--- src/rtl/cache_nway.sv ---
// N-way set-associative write-back cache with true-LRU replacement and a request/ready memory port.
// Optional build macro CACHE_WRITE_THROUGH_EN: every write also pushes its updated block to memory.
module cache_nway #(
    parameter int ADDR_SIZE  = 10,
    parameter int BLOCK_SIZE = 128,
    parameter int BYTE       = 8,
    parameter int WAYS       = 2,
    parameter int SETS       = 4
) (
    input  logic                  in_clk,
    input  logic                  in_rst,
    input  logic                  in_req,
    input  logic                  in_row,
    input  logic [ADDR_SIZE-1:0]  in_addr,
    input  logic [BYTE-1:0]       in_write_data,
    output logic                  out_ready,
    output logic                  out_done,
    output logic                  hit_or_miss,
    output logic [BYTE-1:0]       out_read_data,
    output logic                  out_mem_req,
    output logic                  out_row,
    output logic [ADDR_SIZE-1:0]  out_addr,
    output logic [BLOCK_SIZE-1:0] out_write_data,
    input  logic                  in_mem_ready,
    input  logic [BLOCK_SIZE-1:0] in_read_data
);

    localparam int NBYTES = BLOCK_SIZE / BYTE;
    localparam int OFF_W  = $clog2(NBYTES);
    localparam int IDX_W  = $clog2(SETS);
    localparam int TAG_W  = ADDR_SIZE - OFF_W - IDX_W;
    localparam int WAY_W  = (WAYS > 1) ? $clog2(WAYS) : 1;

    typedef logic [WAYS-1:0][WAY_W-1:0] age_t;
    typedef enum logic [2:0] {S_IDLE, S_LOOKUP, S_WRITEBACK, S_FILL, S_RESPOND} state_t;

    state_t                          r_state;
    logic                            r_ready;
    logic                            r_done;
    logic                            r_hit;
    logic [BYTE-1:0]                 r_rdata;
    logic                            r_mem_req;
    logic                            r_mem_row;
    logic [ADDR_SIZE-1:0]            r_mem_addr;
    logic [BLOCK_SIZE-1:0]           r_mem_wdata;
    logic                            r_row;
    logic [ADDR_SIZE-1:0]            r_addr;
    logic [BYTE-1:0]                 r_wdata;
    logic [WAY_W-1:0]                r_way;
`ifdef CACHE_WRITE_THROUGH_EN
    logic                            r_wt;
`endif
    logic [WAYS-1:0]                 r_valid [SETS];
    logic [WAYS-1:0]                 r_dirty [SETS];
    logic [WAYS-1:0][TAG_W-1:0]      r_tag   [SETS];
    age_t                            r_age   [SETS];
    logic [BLOCK_SIZE-1:0]           r_data  [SETS][WAYS];

    logic [OFF_W-1:0]                w_off;
    logic [IDX_W-1:0]                w_idx;
    logic [TAG_W-1:0]                w_tag;
    logic                            w_hit;
    logic [WAY_W-1:0]                w_hit_way;
    logic                            w_found;
    logic [WAY_W-1:0]                w_victim;
    logic [WAY_W-1:0]                w_acc_way;
    logic [BLOCK_SIZE-1:0]           w_blk;
    logic [BYTE-1:0]                 w_rd_byte;
    logic [BLOCK_SIZE-1:0]           w_wr_blk;
    age_t                            w_new_age;

    // Accessed way drops to age 0; only ways younger than it age by one, so ages stay a permutation.
    function automatic age_t lru_update(input age_t ages, input logic [WAY_W-1:0] way);
        age_t res;
        for (int w = 0; w < WAYS; w++) begin
            if (WAY_W'(w) == way) begin
                res[w] = '0;
            end else if (ages[w] < ages[way]) begin
                res[w] = ages[w] + WAY_W'(1);
            end else begin
                res[w] = ages[w];
            end
        end
        return res;
    endfunction

    assign w_off          = r_addr[OFF_W-1:0];
    assign w_idx          = r_addr[OFF_W +: IDX_W];
    assign w_tag          = r_addr[ADDR_SIZE-1 -: TAG_W];
    assign out_ready      = r_ready;
    assign out_done       = r_done;
    assign hit_or_miss    = r_hit;
    assign out_read_data  = r_rdata;
    assign out_mem_req    = r_mem_req;
    assign out_row        = r_mem_row;
    assign out_addr       = r_mem_addr;
    assign out_write_data = r_mem_wdata;

    // Tag match over the indexed set; the lowest matching way wins.
    always_comb begin
        w_hit     = 1'b0;
        w_hit_way = '0;
        for (int w = 0; w < WAYS; w++) begin
            if (!w_hit && r_valid[w_idx][w] && (r_tag[w_idx][w] == w_tag)) begin
                w_hit     = 1'b1;
                w_hit_way = WAY_W'(w);
            end else begin
                w_hit = w_hit;
            end
        end
    end

    // Victim: lowest invalid way, otherwise the oldest way.
    always_comb begin
        w_found  = 1'b0;
        w_victim = '0;
        for (int w = 0; w < WAYS; w++) begin
            if (!w_found && !r_valid[w_idx][w]) begin
                w_found  = 1'b1;
                w_victim = WAY_W'(w);
            end else begin
                w_found = w_found;
            end
        end
        for (int w = 0; w < WAYS; w++) begin
            if (!w_found && (r_age[w_idx][w] == WAY_W'(WAYS - 1))) begin
                w_victim = WAY_W'(w);
            end else begin
                w_victim = w_victim;
            end
        end
    end

    // Byte access and LRU update on the hit way (LOOKUP) or the freshly filled way (RESPOND).
    always_comb begin
        w_acc_way = (r_state == S_RESPOND) ? r_way : w_hit_way;
        w_blk     = r_data[w_idx][w_acc_way];
        w_rd_byte = w_blk[w_off*BYTE +: BYTE];
        w_wr_blk  = w_blk;
        w_wr_blk[w_off*BYTE +: BYTE] = r_wdata;
        w_new_age = lru_update(r_age[w_idx], w_acc_way);
    end

    // Controller FSM with registered outputs plus tag/state/data arrays.
    always_ff @(posedge in_clk) begin
        if (in_rst) begin
            r_state     <= S_IDLE;
            r_ready     <= 1'b0;
            r_done      <= 1'b0;
            r_hit       <= 1'b0;
            r_rdata     <= '0;
            r_mem_req   <= 1'b0;
            r_mem_row   <= 1'b0;
            r_mem_addr  <= '0;
            r_mem_wdata <= '0;
            r_row       <= 1'b0;
            r_addr      <= '0;
            r_wdata     <= '0;
            r_way       <= '0;
`ifdef CACHE_WRITE_THROUGH_EN
            r_wt        <= 1'b0;
`endif
            for (int s = 0; s < SETS; s++) begin
                r_valid[s] <= '0;
                r_dirty[s] <= '0;
                for (int w = 0; w < WAYS; w++) begin
                    r_age[s][w] <= WAY_W'(w);
                end
            end
        end else begin
            r_done  <= 1'b0;
            r_ready <= 1'b0;
            case (r_state)
                S_IDLE: begin
                    if (in_req && r_ready) begin
                        r_row   <= in_row;
                        r_addr  <= in_addr;
                        r_wdata <= in_write_data;
                        r_state <= S_LOOKUP;
                    end else begin
                        r_ready <= 1'b1;
                    end
                end
                S_LOOKUP: begin
                    if (w_hit) begin
                        r_age[w_idx] <= w_new_age;
                        r_hit        <= 1'b1;
                        r_rdata      <= r_row ? r_wdata : w_rd_byte;
                        r_way        <= w_hit_way;
                        if (r_row) begin
                            r_data[w_idx][w_hit_way] <= w_wr_blk;
`ifdef CACHE_WRITE_THROUGH_EN
                            r_wt        <= 1'b1;
                            r_mem_req   <= 1'b1;
                            r_mem_row   <= 1'b1;
                            r_mem_addr  <= {w_tag, w_idx, {OFF_W{1'b0}}};
                            r_mem_wdata <= w_wr_blk;
                            r_state     <= S_WRITEBACK;
`else
                            r_dirty[w_idx][w_hit_way] <= 1'b1;
                            r_done  <= 1'b1;
                            r_state <= S_IDLE;
`endif
                        end else begin
                            r_done  <= 1'b1;
                            r_state <= S_IDLE;
                        end
                    end else begin
                        r_hit     <= 1'b0;
                        r_way     <= w_victim;
                        r_mem_req <= 1'b1;
                        if (r_valid[w_idx][w_victim] && r_dirty[w_idx][w_victim]) begin
                            r_mem_row   <= 1'b1;
                            r_mem_addr  <= {r_tag[w_idx][w_victim], w_idx, {OFF_W{1'b0}}};
                            r_mem_wdata <= r_data[w_idx][w_victim];
                            r_state     <= S_WRITEBACK;
`ifdef CACHE_WRITE_THROUGH_EN
                            r_wt        <= 1'b0;
`endif
                        end else begin
                            r_mem_row  <= 1'b0;
                            r_mem_addr <= {w_tag, w_idx, {OFF_W{1'b0}}};
                            r_state    <= S_FILL;
                        end
                    end
                end
                S_WRITEBACK: begin
                    if (r_mem_req && in_mem_ready) begin
                        r_mem_req <= 1'b0;
`ifdef CACHE_WRITE_THROUGH_EN
                        if (r_wt) begin
                            r_wt    <= 1'b0;
                            r_done  <= 1'b1;
                            r_state <= S_IDLE;
                        end else begin
                            r_state <= S_FILL;
                        end
`else
                        r_state   <= S_FILL;
`endif
                    end else begin
                        r_state <= S_WRITEBACK;
                    end
                end
                S_FILL: begin
                    // After a write-back the request is dropped for one cycle before the fill is issued.
                    if (!r_mem_req) begin
                        r_mem_req  <= 1'b1;
                        r_mem_row  <= 1'b0;
                        r_mem_addr <= {w_tag, w_idx, {OFF_W{1'b0}}};
                    end else if (in_mem_ready) begin
                        r_mem_req                <= 1'b0;
                        r_data[w_idx][r_way]     <= in_read_data;
                        r_valid[w_idx][r_way]    <= 1'b1;
                        r_dirty[w_idx][r_way]    <= 1'b0;
                        r_tag[w_idx][r_way]      <= w_tag;
                        r_state                  <= S_RESPOND;
                    end else begin
                        r_state <= S_FILL;
                    end
                end
                S_RESPOND: begin
                    r_age[w_idx] <= w_new_age;
                    r_rdata      <= r_row ? r_wdata : w_rd_byte;
                    if (r_row) begin
                        r_data[w_idx][r_way] <= w_wr_blk;
`ifdef CACHE_WRITE_THROUGH_EN
                        r_wt        <= 1'b1;
                        r_mem_req   <= 1'b1;
                        r_mem_row   <= 1'b1;
                        r_mem_addr  <= {w_tag, w_idx, {OFF_W{1'b0}}};
                        r_mem_wdata <= w_wr_blk;
                        r_state     <= S_WRITEBACK;
`else
                        r_dirty[w_idx][r_way] <= 1'b1;
                        r_done  <= 1'b1;
                        r_state <= S_IDLE;
`endif
                    end else begin
                        r_done  <= 1'b1;
                        r_state <= S_IDLE;
                    end
                end
                default: begin
                    r_mem_req <= 1'b0;
                    r_state   <= S_IDLE;
                end
            endcase
        end
    end

endmodule

--- config.mk ---
export PLATFORM = sky130hd
export DESIGN_NAME = cache_nway
export DESIGN_NICKNAME = d
export VERILOG_FILES = /design/src/rtl/cache_nway.sv
export SDC_FILE = /design/constraint.sdc
export NUM_CORES = 2
export LEC_CHECK = 0
export BUFFER_PORTS_ARGS = -buffer_cell sky130_fd_sc_hd__buf_2
export CELL_PAD_IN_SITES_DETAIL_PLACEMENT = 1
export CELL_PAD_IN_SITES_GLOBAL_PLACEMENT = 1
export CORE_MARGIN = 4
export CORE_UTILIZATION = 47
export CTS_BUF_LIST = sky130_fd_sc_hd__clkbuf_16
export DETAILED_ROUTE_END_ITERATION = 7
export GPL_TIMING_DRIVEN = 0
export HOLD_SLACK_MARGIN = 0.15
export PLACE_DENSITY_LB_ADDON = 0.1
export SYNTH_ARGS = -nofsm -noshare
export SYNTH_HDL_FRONTEND = slang
export SYNTH_SLANG_ARGS = --single-unit
--- constraint.sdc ---
create_clock -name in_clk -period 7.3 [get_ports in_clk]
set_clock_uncertainty 0.1 [all_clocks]
set_input_delay 0 -clock in_clk [delete_from_list [all_inputs] [get_ports in_clk]]
set_output_delay 0 -clock in_clk [all_outputs]
set_load 0.005 [all_outputs]
==> results.toml <==
[place]
dpl.hpwl_mm = 141
place_congestion = 0.950
portBuffers = 297

[power_and_ir_drop]
clockPowerShare = 0.392
swShare = 0.268
switching_power_uw = 4730
power_uw = 17600
irDropWorstVdd_uv = 234
power.density_nw_per_um2 = 271
leakagePower_uw = 0.0219
comb_power_share = 0.147
power_frac_seq = 0.461
p_int_uw = 12900

[setup_path]
slowest_delay_ns = 1.04
cp_max_fo = 10
reg2reg_depth = 10
crit_family = "buffers and inverters"
endpoint = "r_data[0][7]$_DFFE_PP_"
cp-start-kind = "register"
r2r_slack_ns = 1.78
cp_num_cells = 10
worstSetupEndpointType = "register"
arrival_ns = 5.85
worstReg2RegEnd = "r_data[0][7]$_DFFE_PP_"
crit_type = "reg -> reg"
path_buf_inv = 6
required_ns = 7.62
path_cells = "buf_2 -> buf_2 -> buf_1 -> buf_1 -> clkbuf_1 -> mux4_2 -> mux2i_1 -> inv_1 -> a21oi_1 -> a21oi_1"
cp_slowest_cell = "clkbuf_1"

[detailed_routing]
finalWirelength_mm = 210
antenna_left = 0
drc = 0
dr.pass1.iters = 5
first_iter_violations = 4841
wl_per_cell_um = 35.4
vias = 37800
via_per_inst = 6.37

[clock_tree]
hold_buffers = 272
clock_latency_ns = 0.77
numCtsBuffers = 139
cts_tree = "built"
clkTransAtPathRegs_ns = 0.07
cts_num_sinks = 1252
clockRootBuffer = "clkbuf_16"
clock_path_buffers = 3
cts.htree.levels = 4
postCtsResizedCells = 0
post-cts-setup-buffers = 0

[sta]
post-route-period-util = 0.756
slew_headroom = 0.00748
tightest_slew_ns = 1.49
holdWs_ns = 0.167
rsz0062_at_grt = "no"
finalSetupViolCount = 0
finalHoldViolations = 0
post-route-min-period_ns = 5.52
max_freq_ghz = 0.181
slew_violations = 0

[floorplan]
num_io_pins = 302
initial_core_util = 0.476
rows = 123
fp.dieH_um = 346
die_x_um = 346
dieArea_sq_um = 120000
fp.coreArea_sq_um = 113000

[job]
cap_viol_max_count = 0

[global_route]
gr-total-overflow = 0
grt_usage = 0.344
antenna_found_initial = 11
grt_max_degree = 82
grt_pass1_wl_mm = 292
grt_pass1_vias = 38600

[synth]
synth_top_flop_cell = "edfxtp_1"
ys_async_sr_fraction = 0
ys_seq_elements = 1252
synth_largest_area_cell = "edfxtp_1"
synth.avg_cell_area_sq_um = 15.0
synth_top_area_frac = 0.602
synth-edff-count = 1079
yosys_warnings = 0
synth_area_sq_um = 53800
yosysSeqAreaShare = 0.666
synthTopCellsByArea = "edfxtp_1 (60%), mux4_2 (12%), dfxtp_1 (6.4%)"
synthDistinctLibCells = 69
synth_cells = 3578

[finish]
drive_above_1_share = 0.208
seq_area_sq_um = 35900
n_fill_cell = 10800
area_growth_pct = 20.6
multi_input_area_sq_um = 16800
finalNetCount = 4467

[run_status]
status = "finished clean"

[hold_path]
hold_class = "in -> reg"
-- sequential cells by signal, indices dropped and copies added, names as in the netlist, 3 cells and up, named ones only --
signal,cells
r_addr,10
r_tag,32
r_age,8
r_dirty,8
r_data,1024
out_write_data,128
out_read_data,8
out_addr,6
r_wdata,8
r_valid,8
r_state,3
-- metal layers --
| metal | vias up | track usage | part of all wire |
|---|---|---|---|
| li1 | 15300 | - | - |
| met1 | 19800 | 0.450 | 0.37 |
| met2 | 2264 | 0.555 | 0.47 |
| met3 | 495 | 0.0616 | 0.090 |
| met4 | 4 | 0.181 | 0.062 |
| met5 | - | 0 | 0.00010 |
-- per-stage QoR --
step	TNS (ns)	instances	instance area [sq um]	setup WS [ns]	utilization
2_1_floorplan	0	3581	53800	1.52	-
3_3_place_gp	-1759.95	5378	57200	-2.91	0.506
3_5_place_dp	0	5399	57800	1.80	0.511
4_1_cts	0	5927	64900	1.80	0.574
5_1_grt	0	5929	64900	1.71	0.574
6_report	0	5931	64900	1.78	0.574
-- cell usage after synthesis, drive strengths merged (16+ instances only) --
cell type and instances:
mux4 286, buf 64, nand2 525, mux2 64
o21ai 202, nor2 253, clkbuf 194, nor3 16
edfxtp 1079, nand3 18, a211oi 144, mux2i 252
dfxtp 173, a21oi 161
-- cell families after synthesis --
kind of cell	count (synthesis)	synth area share
DFF	1252	0.666
and+or+nand+nor	868	0.0644
muxes	602	0.180
AOI/OAI and AO/OA	568	0.0632
buffers and inverters	274	0.0232
xor gates and xnor gates	9	0.00146
adders and majority gates	4	0.000930
other	1	0.0000697
-- worst min path at each step --
stage	cells past startpoint	slack (ns)	start	end
final	4	0.17	in_read_data[55]	r_data[3][55]$_DFFE_PP_
after floorplan	2	0.04	in_addr[0]	r_addr[0]$_SDFFE_PP0P_
after global placement	3	0.15	in_addr[8]	r_addr[8]$_SDFFE_PP0P_
after detailed placement	3	0.15	in_addr[9]	r_addr[9]$_SDFFE_PP0P_
after CTS	4	0.15	in_read_data[65]	r_data[2][65]$_DFFE_PP_
after global routing	4	0.19	in_read_data[96]	r_data[2][224]$_DFFE_PP_
-- worst reg2reg max path, cell delays in order (launching register included) --
cell      delay [ns]
dfxtp_1         0.35
buf_2           0.33
buf_2           0.41
buf_1           0.75
buf_1           0.68
clkbuf_1        1.05
mux4_2          0.49
mux2i_1         0.38
inv_1           0.08
a21oi_1         0.35
a21oi_1         0.20
-- power by group through the flow --
stage          sequential [uW]  clock, uW  combinational, uW
2_1_floorplan             8240          0               1410
5_1_grt                   8120       7250               2720
3_5_place_dp              8270          0               2410
3_3_place_gp              8270          0               2340
6_report                  8120       6900               2600
4_1_cts                   8120       6930               2530
-- cell type report --
class	instances	area share
antenna	4	0.000154
buffer	258	0.0184
clock buffer	145	0.0559
clock inverter	111	0.0121
inverter	16	0.00162
multi-input combinational	2055	0.258
sequential	1252	0.552
tap	1500	0.0289
timing repair buffer	590	0.0726
-- placed cells by master, fill, tap and decap left out, drive strengths merged, types with 18 or more instances in the layout --
| cell | n |
|---|---|
| mux2i | 252 |
| nand2 | 525 |
| nand3 | 18 |
| inv | 55 |
| edfxtp | 1079 |
| mux4 | 286 |
| clkbuf | 339 |
| buf | 382 |
| a211oi | 144 |
| dlygate4sd3 | 272 |
| nor2 | 253 |
| o21ai | 202 |
| clkinv | 58 |
| dfxtp | 173 |
| a21oi | 161 |
| mux2 | 64 |
Note: power is estimated with default switching activity, not from simulation.
